===== config.mk =====
export PLATFORM = sky130hd
export DESIGN_NAME = pipeline_stall_ctrl_flat
export DESIGN_NICKNAME = d
export VERILOG_FILES = /design/src/rtl/pipeline_stall_ctrl_if.sv /design/src/rtl/pipeline_stall_ctrl.sv /design/src/flat_wrapper.sv
export SDC_FILE = /design/constraint.sdc
export NUM_CORES = 1
export LEC_CHECK = 0
export BUFFER_PORTS_ARGS = -buffer_cell sky130_fd_sc_hd__buf_4
export CAP_MARGIN = 5
export CORE_UTILIZATION = 40
export CTS_CLUSTER_DIAMETER = 50
export CTS_CLUSTER_SIZE = 14
export DETAILED_ROUTE_END_ITERATION = 6
export HOLD_SLACK_MARGIN = 0.12
export PLACE_DENSITY = 0.73
export SETUP_SLACK_MARGIN = 0.1
export SLEW_MARGIN = 0
export SYNTH_ARGS = -nofsm -noshare
export SYNTH_HDL_FRONTEND = slang
export SYNTH_SLANG_ARGS = --single-unit
export TNS_END_PERCENT = 1

===== constraint.sdc =====
create_clock -name clock -period 1.9 [get_ports clock]
set_input_delay 0.285 -clock clock [delete_from_list [all_inputs] [get_ports clock]]
set_output_delay 0.285 -clock clock [all_outputs]
set_load 0.05 [all_outputs]

===== src/rtl/pipeline_stall_ctrl_if.sv =====
// Stall/flush control bus between the pipeline and its stall scheduler.
// master: pipeline side (raises requests, consumes hold/flush/redirect controls).
// slave:  scheduler side (consumes requests, drives controls and status).
interface pipeline_stall_ctrl_if #(
    parameter int STAGES     = 6,
    parameter int CNT_WIDTH  = 6,
    parameter int PERF_WIDTH = 32
);
    logic                  id_stall_request;
    logic                  ex_start;
    logic [CNT_WIDTH-1:0]  ex_cycles;
    logic                  flush_request;
    logic [31:0]           flush_target;
    logic [STAGES-1:0]     stall;
    logic                  flush;
    logic [31:0]           new_pc;
    logic                  ex_busy;
    logic                  protocol_error;
    logic [PERF_WIDTH-1:0] stall_cycles;

    modport master (
        output id_stall_request,
        output ex_start,
        output ex_cycles,
        output flush_request,
        output flush_target,
        input  stall,
        input  flush,
        input  new_pc,
        input  ex_busy,
        input  protocol_error,
        input  stall_cycles
    );

    modport slave (
        input  id_stall_request,
        input  ex_start,
        input  ex_cycles,
        input  flush_request,
        input  flush_target,
        output stall,
        output flush,
        output new_pc,
        output ex_busy,
        output protocol_error,
        output stall_cycles
    );
endinterface


===== src/rtl/pipeline_stall_ctrl.sv =====
// Central stall/flush scheduler: merges load-use, multi-cycle EX and flush requests.
// Ports: clock, reset (async active-low), bus (slave side of pipeline_stall_ctrl_if).
module pipeline_stall_ctrl #(
    parameter int STAGES     = 6,
    parameter int CNT_WIDTH  = 6,
    parameter int PERF_WIDTH = 32
) (
    input  logic                  clock,
    input  logic                  reset,
    pipeline_stall_ctrl_if.slave  bus
);
    localparam logic [STAGES-1:0] EX_HOLD = STAGES'(4'b1111);
    localparam logic [STAGES-1:0] ID_HOLD = STAGES'(3'b111);
    localparam logic [CNT_WIDTH-1:0] ONE  = CNT_WIDTH'(1);

    typedef enum logic {RUN, EX_WAIT} state_t;

    state_t                state;
    logic [CNT_WIDTH-1:0]  count;
    logic                  perr;
    logic [PERF_WIDTH-1:0] cycles;

    logic                  ex_hold;
    logic                  ex_launch;
    logic [STAGES-1:0]     stall_c;
    logic                  flush_c;
    logic [31:0]           pc_c;

    // A multi-cycle op only launches from RUN; 0/1-cycle ops never stall.
    assign ex_launch = (state == RUN) && bus.ex_start && (bus.ex_cycles > ONE);

    always_comb begin
        ex_hold = 1'b0;
        stall_c = '0;
        flush_c = 1'b0;
        pc_c    = '0;
        // Held reset forces every control low whatever the inputs do.
        if (reset) begin
            if (bus.flush_request) begin
                flush_c = 1'b1;
                pc_c    = bus.flush_target;
            end else begin
                if (state == EX_WAIT) begin
                    ex_hold = (count > ONE);
                end else begin
                    ex_hold = ex_launch;
                end
                if (ex_hold) begin
                    stall_c = stall_c | EX_HOLD;
                end
                if (bus.id_stall_request) begin
                    stall_c = stall_c | ID_HOLD;
                end
            end
        end
    end

    always_ff @(posedge clock or negedge reset) begin
        if (!reset) begin
            state  <= RUN;
            count  <= '0;
            perr   <= 1'b0;
            cycles <= '0;
        end else begin
            if ((stall_c != '0) && (cycles != '1)) begin
                cycles <= cycles + PERF_WIDTH'(1);
            end
            if (bus.flush_request) begin
                state <= RUN;
                count <= '0;
            end else begin
                unique case (state)
                    RUN: begin
                        if (ex_launch) begin
                            state <= EX_WAIT;
                            count <= bus.ex_cycles - ONE;
                        end
                    end
                    EX_WAIT: begin
                        // A second start while busy is dropped but flagged.
                        if (bus.ex_start) begin
                            perr <= 1'b1;
                        end
                        if (count > ONE) begin
                            count <= count - ONE;
                        end else begin
                            state <= RUN;
                            count <= '0;
                        end
                    end
                endcase
            end
        end
    end

    assign bus.stall          = stall_c;
    assign bus.flush          = flush_c;
    assign bus.new_pc         = pc_c;
    assign bus.ex_busy        = (state == EX_WAIT);
    assign bus.protocol_error = perr;
    assign bus.stall_cycles   = cycles;
endmodule


===== src/flat_wrapper.sv =====
// flat-port wrapper written by rule: the top's interface ports become plain ports
module pipeline_stall_ctrl_flat 
#(
    parameter int STAGES     = 6,
    parameter int CNT_WIDTH  = 6,
    parameter int PERF_WIDTH = 32
)
  (clock, reset, bus_id_stall_request, bus_ex_start, bus_ex_cycles, bus_flush_request, bus_flush_target, bus_stall, bus_flush, bus_new_pc, bus_ex_busy, bus_protocol_error, bus_stall_cycles);
  pipeline_stall_ctrl_if #(.STAGES(STAGES), .CNT_WIDTH(CNT_WIDTH), .PERF_WIDTH(PERF_WIDTH)) bus_i ();
  input  logic clock;
  input  logic reset;
  input wire logic [$bits(bus_i.id_stall_request)-1:0] bus_id_stall_request;
  input wire logic [$bits(bus_i.ex_start)-1:0] bus_ex_start;
  input wire logic [$bits(bus_i.ex_cycles)-1:0] bus_ex_cycles;
  input wire logic [$bits(bus_i.flush_request)-1:0] bus_flush_request;
  input wire logic [$bits(bus_i.flush_target)-1:0] bus_flush_target;
  output wire logic [$bits(bus_i.stall)-1:0] bus_stall;
  output wire logic [$bits(bus_i.flush)-1:0] bus_flush;
  output wire logic [$bits(bus_i.new_pc)-1:0] bus_new_pc;
  output wire logic [$bits(bus_i.ex_busy)-1:0] bus_ex_busy;
  output wire logic [$bits(bus_i.protocol_error)-1:0] bus_protocol_error;
  output wire logic [$bits(bus_i.stall_cycles)-1:0] bus_stall_cycles;
  assign bus_i.id_stall_request = bus_id_stall_request;
  assign bus_i.ex_start = bus_ex_start;
  assign bus_i.ex_cycles = bus_ex_cycles;
  assign bus_i.flush_request = bus_flush_request;
  assign bus_i.flush_target = bus_flush_target;
  assign bus_stall = bus_i.stall;
  assign bus_flush = bus_i.flush;
  assign bus_new_pc = bus_i.new_pc;
  assign bus_ex_busy = bus_i.ex_busy;
  assign bus_protocol_error = bus_i.protocol_error;
  assign bus_stall_cycles = bus_i.stall_cycles;
  pipeline_stall_ctrl #(.STAGES(STAGES), .CNT_WIDTH(CNT_WIDTH), .PERF_WIDTH(PERF_WIDTH)) u_core (.clock(clock), .reset(reset), .bus(bus_i));
endmodule

==> out/qor.yml, run 1 <==
synth-seq-cells: 40
ant_nets: 0
grt_max_degree: 42
worst_path_most_repeated_cell: "buf_12"
drive_gt1_share_pct: 51.8
max_cap_viol_count: 0
status: "finished, violations left"
worstHoldPathCells: 3
yosysTopAreaCell: "dfrtp_1"
grt_usage_pct: 22.2
first_pass_iters: 4
fill_cells: 481
htreeDepth: 2
setup_ws_ns: -0.197
ir_drop_v: 0.000988
grt_pass1_wl_mm: 11.5
p_sw_share_pct: 38.9
power_frac_seq_pct: 38.7
die_w_um: 81.9
fin_hold_ws_ns: 0.254
grt_overflow: 0
slowest_stage: "or3_4"
combPwrFrac_pct: 41.3
start_util_pct: 42.4
post_synth_num_cell_types: 47
clk_pin_slew_ns: 0.07
worstRegToRegCells: 9
final-hold-violation-count: 0
io-pin-count: 116
synth-seq-area-share_pct: 39.2
cp_top_family: "compound AO/OA/AOI/OAI gates"
syn2layout_area_growth_pct: 59.4
reg2reg_setup_slack_ns: -0.17
hold_path.class: "in -> reg"
avgSynthCellArea_sq_um: 9.32
n_antenna_cell: 0
switchingPower_mw: 1.06
std_cell_rows: 28
maxSlewViolCount: 0
hpwl_mm: 5.37
power.density_nw_per_um2: 672
rsz0062_at_grt: "true"
cts_buffer_depth: 2
slowest_delay_ns: 0.41
violations: "setup timing"
crit_type: "reg -> out"
cts-root-buf: "clkbuf_8"
finalWirelength_mm: 7.46
internal_power_mw: 1.67
crit_buf_inv: 3
die-area_sq_um: 6700
cp_max_fo: 4
cp_cell_sequence: "or3_4 -> o31ai_4 -> a31o_4 -> inv_4 -> buf_12 -> buf_12"
cts_sinks: 40
synth_warnings: 0
hold_path_end: "u_core.bus.protocol_error"
rr_endpoint: "u_core.bus.stall_cycles[30]"
min_period_over_period_pct: 110
synth_edf_count: 0
fin_nets: 464
synth_area_sq_um: 2550
vias: 2593
critPathLaunchType: "flop"
synthFlopType: "dfrtp_1"
drc: 0
crit_path_end_kind: "output port"
antenna_found_initial: 0
regArea_sq_um: 1030
drt-initial-drc-count: 103
clk_latency_ns: 0.30
setup_viol: 13
cts_buffers: 5
ys_async_sr_fraction_pct: 100
grt_pass1_vias: 2555
crit_required_ns: 1.62
postSynthCellCount: 274
fmax_mhz: 477
synth.area.top_cells: "dfrtp_1 39%, and3_1 9.8%, xnor2_1 7.9%"
viasPerCell: 5.27
port_buffers: 113
power_mw: 2.74
coreArea_sq_um: 6030
min_from: "bus_ex_start"
worstPathArrival_ns: 1.81
p_leak_nw: 2.04
wl_per_cell_um: 15.2
reg2reg_from: "u_core.count[1]"
fin_crit_ns: 2.10
multi_input_area_sq_um: 1570
cts_tree: "done"
p_clk_share_pct: 20.0
final_util_pct: 67.5
gp_congestion: 0.785
synth_top_area_share_pct: 39.2
fin_skew_ns: 0.0128
die_h_um: 81.9
-- stage by stage --
stage	cells	cell area (sq um)	setup TNS, ns	setup WS [ns]
after floorplan	275	2660	0	0.0408
after global placement	476	3730	-0.141	-0.0589
final	492	4070	-1.29	-0.197
after detailed placement	476	3730	-0.345	-0.0881
after global routing	492	4070	-2.98	-0.269
after CTS	490	3940	-2.16	-0.254
-- synthesized netlist by cell type, types with 3 or more instances --
cell type / instances
and3_1: 40
dfrtp_1: 40
xnor2_1: 23
nand3_1: 17
nand4_1: 15
nand2_1: 12
nor2_1: 12
nor3_1: 10
inv_1: 9
xor2_1: 9
clkbuf_1: 8
o21ai_0: 7
a21oi_1: 6
and2_1: 6
and4_1: 6
buf_2: 5
ha_1: 5
buf_4: 4
nand2b_1: 3
nor2b_1: 3
o22ai_1: 3
-- cell usage in the layout (no fill, tap or decap), types with 6 or more instances in the layout --
cell     instances
buf_4          140
and3_1          40
dfrtp_2         23
xnor2_1         22
dfrtp_1         17
nand4_1         15
nand3_1         14
nand2_1         12
nor2_1          10
xor2_1           9
inv_1            8
nor3_2           6
a21oi_1          6
buf_12           6
buf_6            6
-- per-layer routing --
metal	GRT usage [%]	routed length [um]	share of wire, %
met1	26.5	3070	41
met2	39.4	3900	52
met3	4.00	344	4.6
met4	8.25	136	1.8
met5	0	0	0
-- repair_timing --
item | in CTS | in global routing
pin swaps | 11 | 24
buffers inserted | 5 | 2
gates resized for setup | 19 | 25
cloned | 0 | 0
endpoints found under the setup margin | 16 | 40
hold endpoints to repair | 2 | 0
hold buffers | 1 | 0
-- state kept, by name (all words and copies together), names as in the netlist --
name                       flops
u_core.bus.stall_cycles       32
u_core.count                   6
u_core.bus.ex_busy             1
u_core.bus.protocol_error      1
-- worst max path at each step --
stage                     cells past startpoint                       start                     endpoint
after CTS                                     6             u_core.count[2]                 bus_stall[2]
after global placement                        8            bus_ex_cycles[4]  u_core.bus.stall_cycles[22]
after floorplan                               7  u_core.bus.stall_cycles[0]  u_core.bus.stall_cycles[30]
final                                         6             u_core.count[4]                 bus_stall[2]
after detailed placement                      8            bus_ex_cycles[4]  u_core.bus.stall_cycles[22]
after global routing                          6             u_core.count[4]                 bus_stall[1]
-- area by class of cell --
cell class	count	share of cell area, %
timing repair buffer	153	30.7
sequential	40	25.3
inverter	10	0.984
tap	75	2.31
multi-input combinational	206	38.7
clock inverter	1	0.123
clock buffer	7	1.88
-- tightest hold or removal path, delay by kind of cell --
family / cells / cell delay, ns
AOI/OAI and AO/OA: 1 / 0.05
buffers and inverters: 1 / 0.11
and+or+nand+nor: 1 / 0.06
-- cell families after synthesis --
logic type | synth area share [%]
multiplexers | 1.72
XOR/XNOR | 11.0
other | 0.147
AND/OR/NAND/NOR | 32.2
adder cells (fa/ha/maj) | 2.45
buffers and inverters | 5.69
AO/OA/AOI/OAI | 7.60
flip-flops | 39.2
-- power groups by stage --
stage | sequential (mW) | clock (mW) | combinational [mW]
3_5_place_dp | 1.07 | 0 | 1.06
2_1_floorplan | 1.29 | 0 | 0.448
4_1_cts | 1.05 | 0.560 | 1.10
5_1_grt | 1.08 | 0.605 | 1.21
6_report | 1.06 | 0.546 | 1.13
3_3_place_gp | 1.06 | 0 | 1.03
Note: power is estimated with default switching activity, not from simulation.
==> run 2, diff against run 1 <==
ABC_AREA = 1   (was unset)
BUFFER_PORTS_ARGS = unset   (was -buffer_cell sky130_fd_sc_hd__buf_4)
DONT_BUFFER_PORTS = 1   (was unset)
PLACE_DENSITY = 0.56   (was 0.73)
==> run 2 against run 1 <==
Setup slack improved by 0.12 ns. Register-to-register slack improved by 0.28 ns. Critical path type unchanged. Cell count rose by 43%. The flow still finishes with violations (setup timing).
==> out/qor.yml, run 2 <==
status: "finished, violations left"  # unchanged
violations: "setup timing"  # unchanged
power_frac_seq_pct: 37.2  # was 38.7%
first_pass_iters: 4  # unchanged
port_buffers: 0  # was 113
synth.area.top_cells: "dfrtp_1 31%, nand2_1 24%, nor2_1 11%"  # was dfrtp_1 39%, and3_1 9.8%, xnor2_1 7.9%
final-hold-violation-count: 0  # unchanged
rr_endpoint: "u_core.bus.stall_cycles[26]"  # was u_core.bus.stall_cycles[30]
clk_latency_ns: 0.31  # was 0.30 ns
wl_per_cell_um: 12.9  # was 15.2 um
min_period_over_period_pct: 104  # was 110%
synth-seq-area-share_pct: 31.4  # was 39.2%
die-area_sq_um: 8340  # was 6700 sq um
min_from: "bus_ex_start"  # unchanged
internal_power_mw: 1.68  # was 1.67 mW
cts_buffer_depth: 2  # unchanged
synth-seq-cells: 40  # unchanged
max_cap_viol_count: 0  # unchanged
cts_sinks: 40  # unchanged
fin_hold_ws_ns: 0.145  # was 0.254 ns
postLayoutCellArea_sq_um: 4210  # was 4070 sq um
cp_top_family: "flip-flops"  # was compound AO/OA/AOI/OAI gates
p_leak_nw: 2.28  # was 2.04 nW
synth_area_sq_um: 3190  # was 2550 sq um
reg2reg_from: "u_core.count[0]"  # was u_core.count[1]
fmax_mhz: 505  # was 477 MHz
yosysTopAreaCell: "dfrtp_1"  # unchanged
fill_cells: 763  # was 481
setup_viol: 4  # was 13
io-pin-count: 116  # unchanged
drive_gt1_share_pct: 25.9  # was 51.8%
dpl_cell_area_sq_um: 3900  # was 3730 sq um
maxSlewViolCount: 0  # unchanged
cts_buffers: 5  # unchanged
synth_warnings: 0  # unchanged
postSynthCellCount: 510  # was 274
grt_pass1_wl_mm: 14.9  # was 11.5 mm
final_cell_mix: "194 x nand2_1, 91 x nor2_1, 88 x buf_4"  # was 140 x buf_4, 40 x and3_1, 23 x dfrtp_2
pre_cts_slack_ns: 0.0264  # was -0.0881 ns
fin_skew_ns: 0.00763  # was 0.0128 ns
switchingPower_mw: 0.995  # was 1.06 mW
p_clk_share_pct: 29.7  # was 20.0%
gp_congestion: 0.901  # was 0.785
worstPathArrival_ns: 1.70  # was 1.81 ns
combPwrFrac_pct: 33.1  # was 41.3%
die_w_um: 91.3  # was 81.9 um
hold_path.class: "in -> reg"  # unchanged
hpwl_mm: 6.70  # was 5.37 mm
fin_crit_ns: 1.98  # was 2.10 ns
setup_ws_ns: -0.0818  # was -0.197 ns
n_antenna_cell: 0  # unchanged
crit_buf_inv: 4  # was 3
yosys-top-cells-count: "208 x nand2_1, 92 x nor2_1, 62 x inv_1"  # was 40 x and3_1, 40 x dfrtp_1, 23 x xnor2_1
antenna_found_initial: 0  # unchanged
fin_nets: 649  # was 464
finalWirelength_mm: 9.05  # was 7.46 mm
clk_pin_slew_ns: 0.08  # was 0.07 ns
ir_drop_v: 0.000381  # was 0.000988 V
largest_register_ffs: 32  # unchanged
rsz0062_at_grt: "true"  # unchanged
crit_type: "reg -> out"  # unchanged
cp_cell_sequence: "inv_2 -> ha_4 -> inv_2 -> nand2_2 -> nand3_2 -> nand2_4 -> nand3_4 -> nand2_4 -> clkinvlp_4 -> buf_12"  # was or3_4 -> o31ai_4 -> a31o_4 -> inv_4 -> buf_12 -> buf_12
viasPerCell: 4.69  # was 5.27
std_cell_rows: 32  # was 28
cts-root-buf: "clkbuf_8"  # unchanged
crit_path_end_kind: "output port"  # unchanged
worstRegToRegCells: 13  # was 9
crit_required_ns: 1.62  # about the same
htreeDepth: 2  # unchanged
hold_path_end: "u_core.bus.protocol_error"  # unchanged
vias: 3304  # was 2593
syn2layout_area_growth_pct: 31.8  # was 59.4%
grt_overflow: 0  # unchanged
grt_max_degree: 41  # was 42
slowest_delay_ns: 0.44  # was 0.41 ns
ys_async_sr_fraction_pct: 100  # unchanged
final_common_cell: "nand2_1"  # was buf_4
cts_tree: "done"  # unchanged
synth_edf_count: 0  # unchanged
grt_pass1_vias: 3228  # was 2555
synth_top_area_share_pct: 31.4  # was 39.2%
ant_nets: 0  # unchanged
die_h_um: 91.3  # was 81.9 um
drt-initial-drc-count: 165  # was 103
slowest_stage: "dfrtp_1"  # was or3_4
start_util_pct: 41.3  # was 42.4%
synthFlopType: "dfrtp_1"  # unchanged
p_sw_share_pct: 37.2  # was 38.9%
coreArea_sq_um: 7730  # was 6030 sq um
grt_usage_pct: 22.1  # was 22.2%
power.density_nw_per_um2: 636  # was 672 nW/um^2
drc: 0  # unchanged
cp_max_fo: 3  # was 4
critPathLaunchType: "flop"  # unchanged
avgSynthCellArea_sq_um: 6.26  # was 9.32 sq um
yosysMostFrequentCell: "nand2_1"
worstHoldPathCells: 1  # was 3
post_synth_num_cell_types: 30  # was 47
reg2reg_setup_slack_ns: 0.11  # was -0.17 ns
[run 2: cell count changes after synthesis, moves of 11 or more]
cell      previous run  this run
and3_1              40         0
nand2_1             12       208
inv_1                9        62
nor2_1              12        92
nand2_2              0        11
nand3b_1             0        16
xnor2_1             23         5
[run 2: cells by family (layout without fill, tap and decap cells)]
| kind of cell | after synthesis | after routing | synth area share, % |
|---|---|---|---|
| flops | 40 | 40 | 31.4 |
| compound gates | 13 | 13 | 2.35 |
| fa+ha+maj | 5 | 5 | 1.96 |
| simple gates | 356 | 357 | 48.0 |
| other cells | 1 | 2 | 0.118 |
| buf+inv | 77 | 167 | 11.3 |
| xor+xnor | 18 | 18 | 4.94 |
[run 2: per-layer routing]
metal	global-route usage, %	routed length (um)	up-vias
li1	-	-	1708
met1	29.1	4190	1489
met2	36.6	4240	95
met3	4.27	495	12
met4	6.61	123	0
met5	0	0	-
[run 2: worst reg2reg max path, delay by kind of cell (launching register included)]
kind | cells | cell delay (ns)
flops | 1 | 0.44
buf+inv | 5 | 0.62
fa+ha+maj | 1 | 0.14
simple gates | 7 | 0.53
[run 2: worst max-delay path by stage]
| stage | from | end | slack [ns] | cells past startpoint |
|---|---|---|---|---|
| 3_5_place_dp | u_core.count[0] | u_core.bus.stall_cycles[26] | 0.03 | 10 |
| 4_1_cts | u_core.count[1] | bus_stall[0] | -0.05 | 10 |
| 5_1_grt | u_core.count[0] | bus_stall[1] | -0.15 | 10 |
| 2_1_floorplan | u_core.count[0] | bus_stall[1] | -0.05 | 10 |
| 3_3_place_gp | bus_ex_cycles[0] | u_core.bus.stall_cycles[5] | 0.07 | 11 |
| 6_report | u_core.count[0] | bus_stall[0] | -0.08 | 10 |
[run 2: power by group through the flow]
stage	Combinational [mW]	Clock (mW)	Sequential, mW
2_1_floorplan	0.468	0	1.13
3_3_place_gp	0.782	0	0.999
3_5_place_dp	0.794	0	1.00
4_1_cts	0.849	0.808	0.986
5_1_grt	0.958	0.836	1.01
6_report	0.885	0.794	0.996
[run 2: cell type report]
cell class | instances | area, sq um | area share (%)
clock buffers | 7 | 96.3 | 2.29
clock inverters | 1 | 30.0 | 0.714
inverters | 64 | 244 | 5.80
multi-input cells | 395 | 1940 | 46.1
flip-flops and latches | 40 | 1010 | 23.9
well taps | 102 | 128 | 3.03
repair buffers | 95 | 763 | 18.1
[run 2: timing repair]
action                                 CTS  global route
buffers inserted                         5             3
pin swaps                                7            30
setup endpoints to repair               30            36
endpoints found under the hold margin   41             0
hold buffers                             3             0
gates cloned                             0             1
gates resized for setup                  3            21
[run 2: through the flow]
stage | std cells | util (%) | power (mW) | setup TNS, ns
after floorplan | 511 | - | 1.60 | -0.103
after global placement | 684 | 50.5 | 1.78 | 0
after detailed placement | 684 | 50.5 | 1.80 | 0
after CTS | 700 | 53.3 | 2.64 | -0.161
after global routing | 704 | 54.4 | 2.80 | -0.623
final | 704 | 54.4 | 2.67 | -0.285
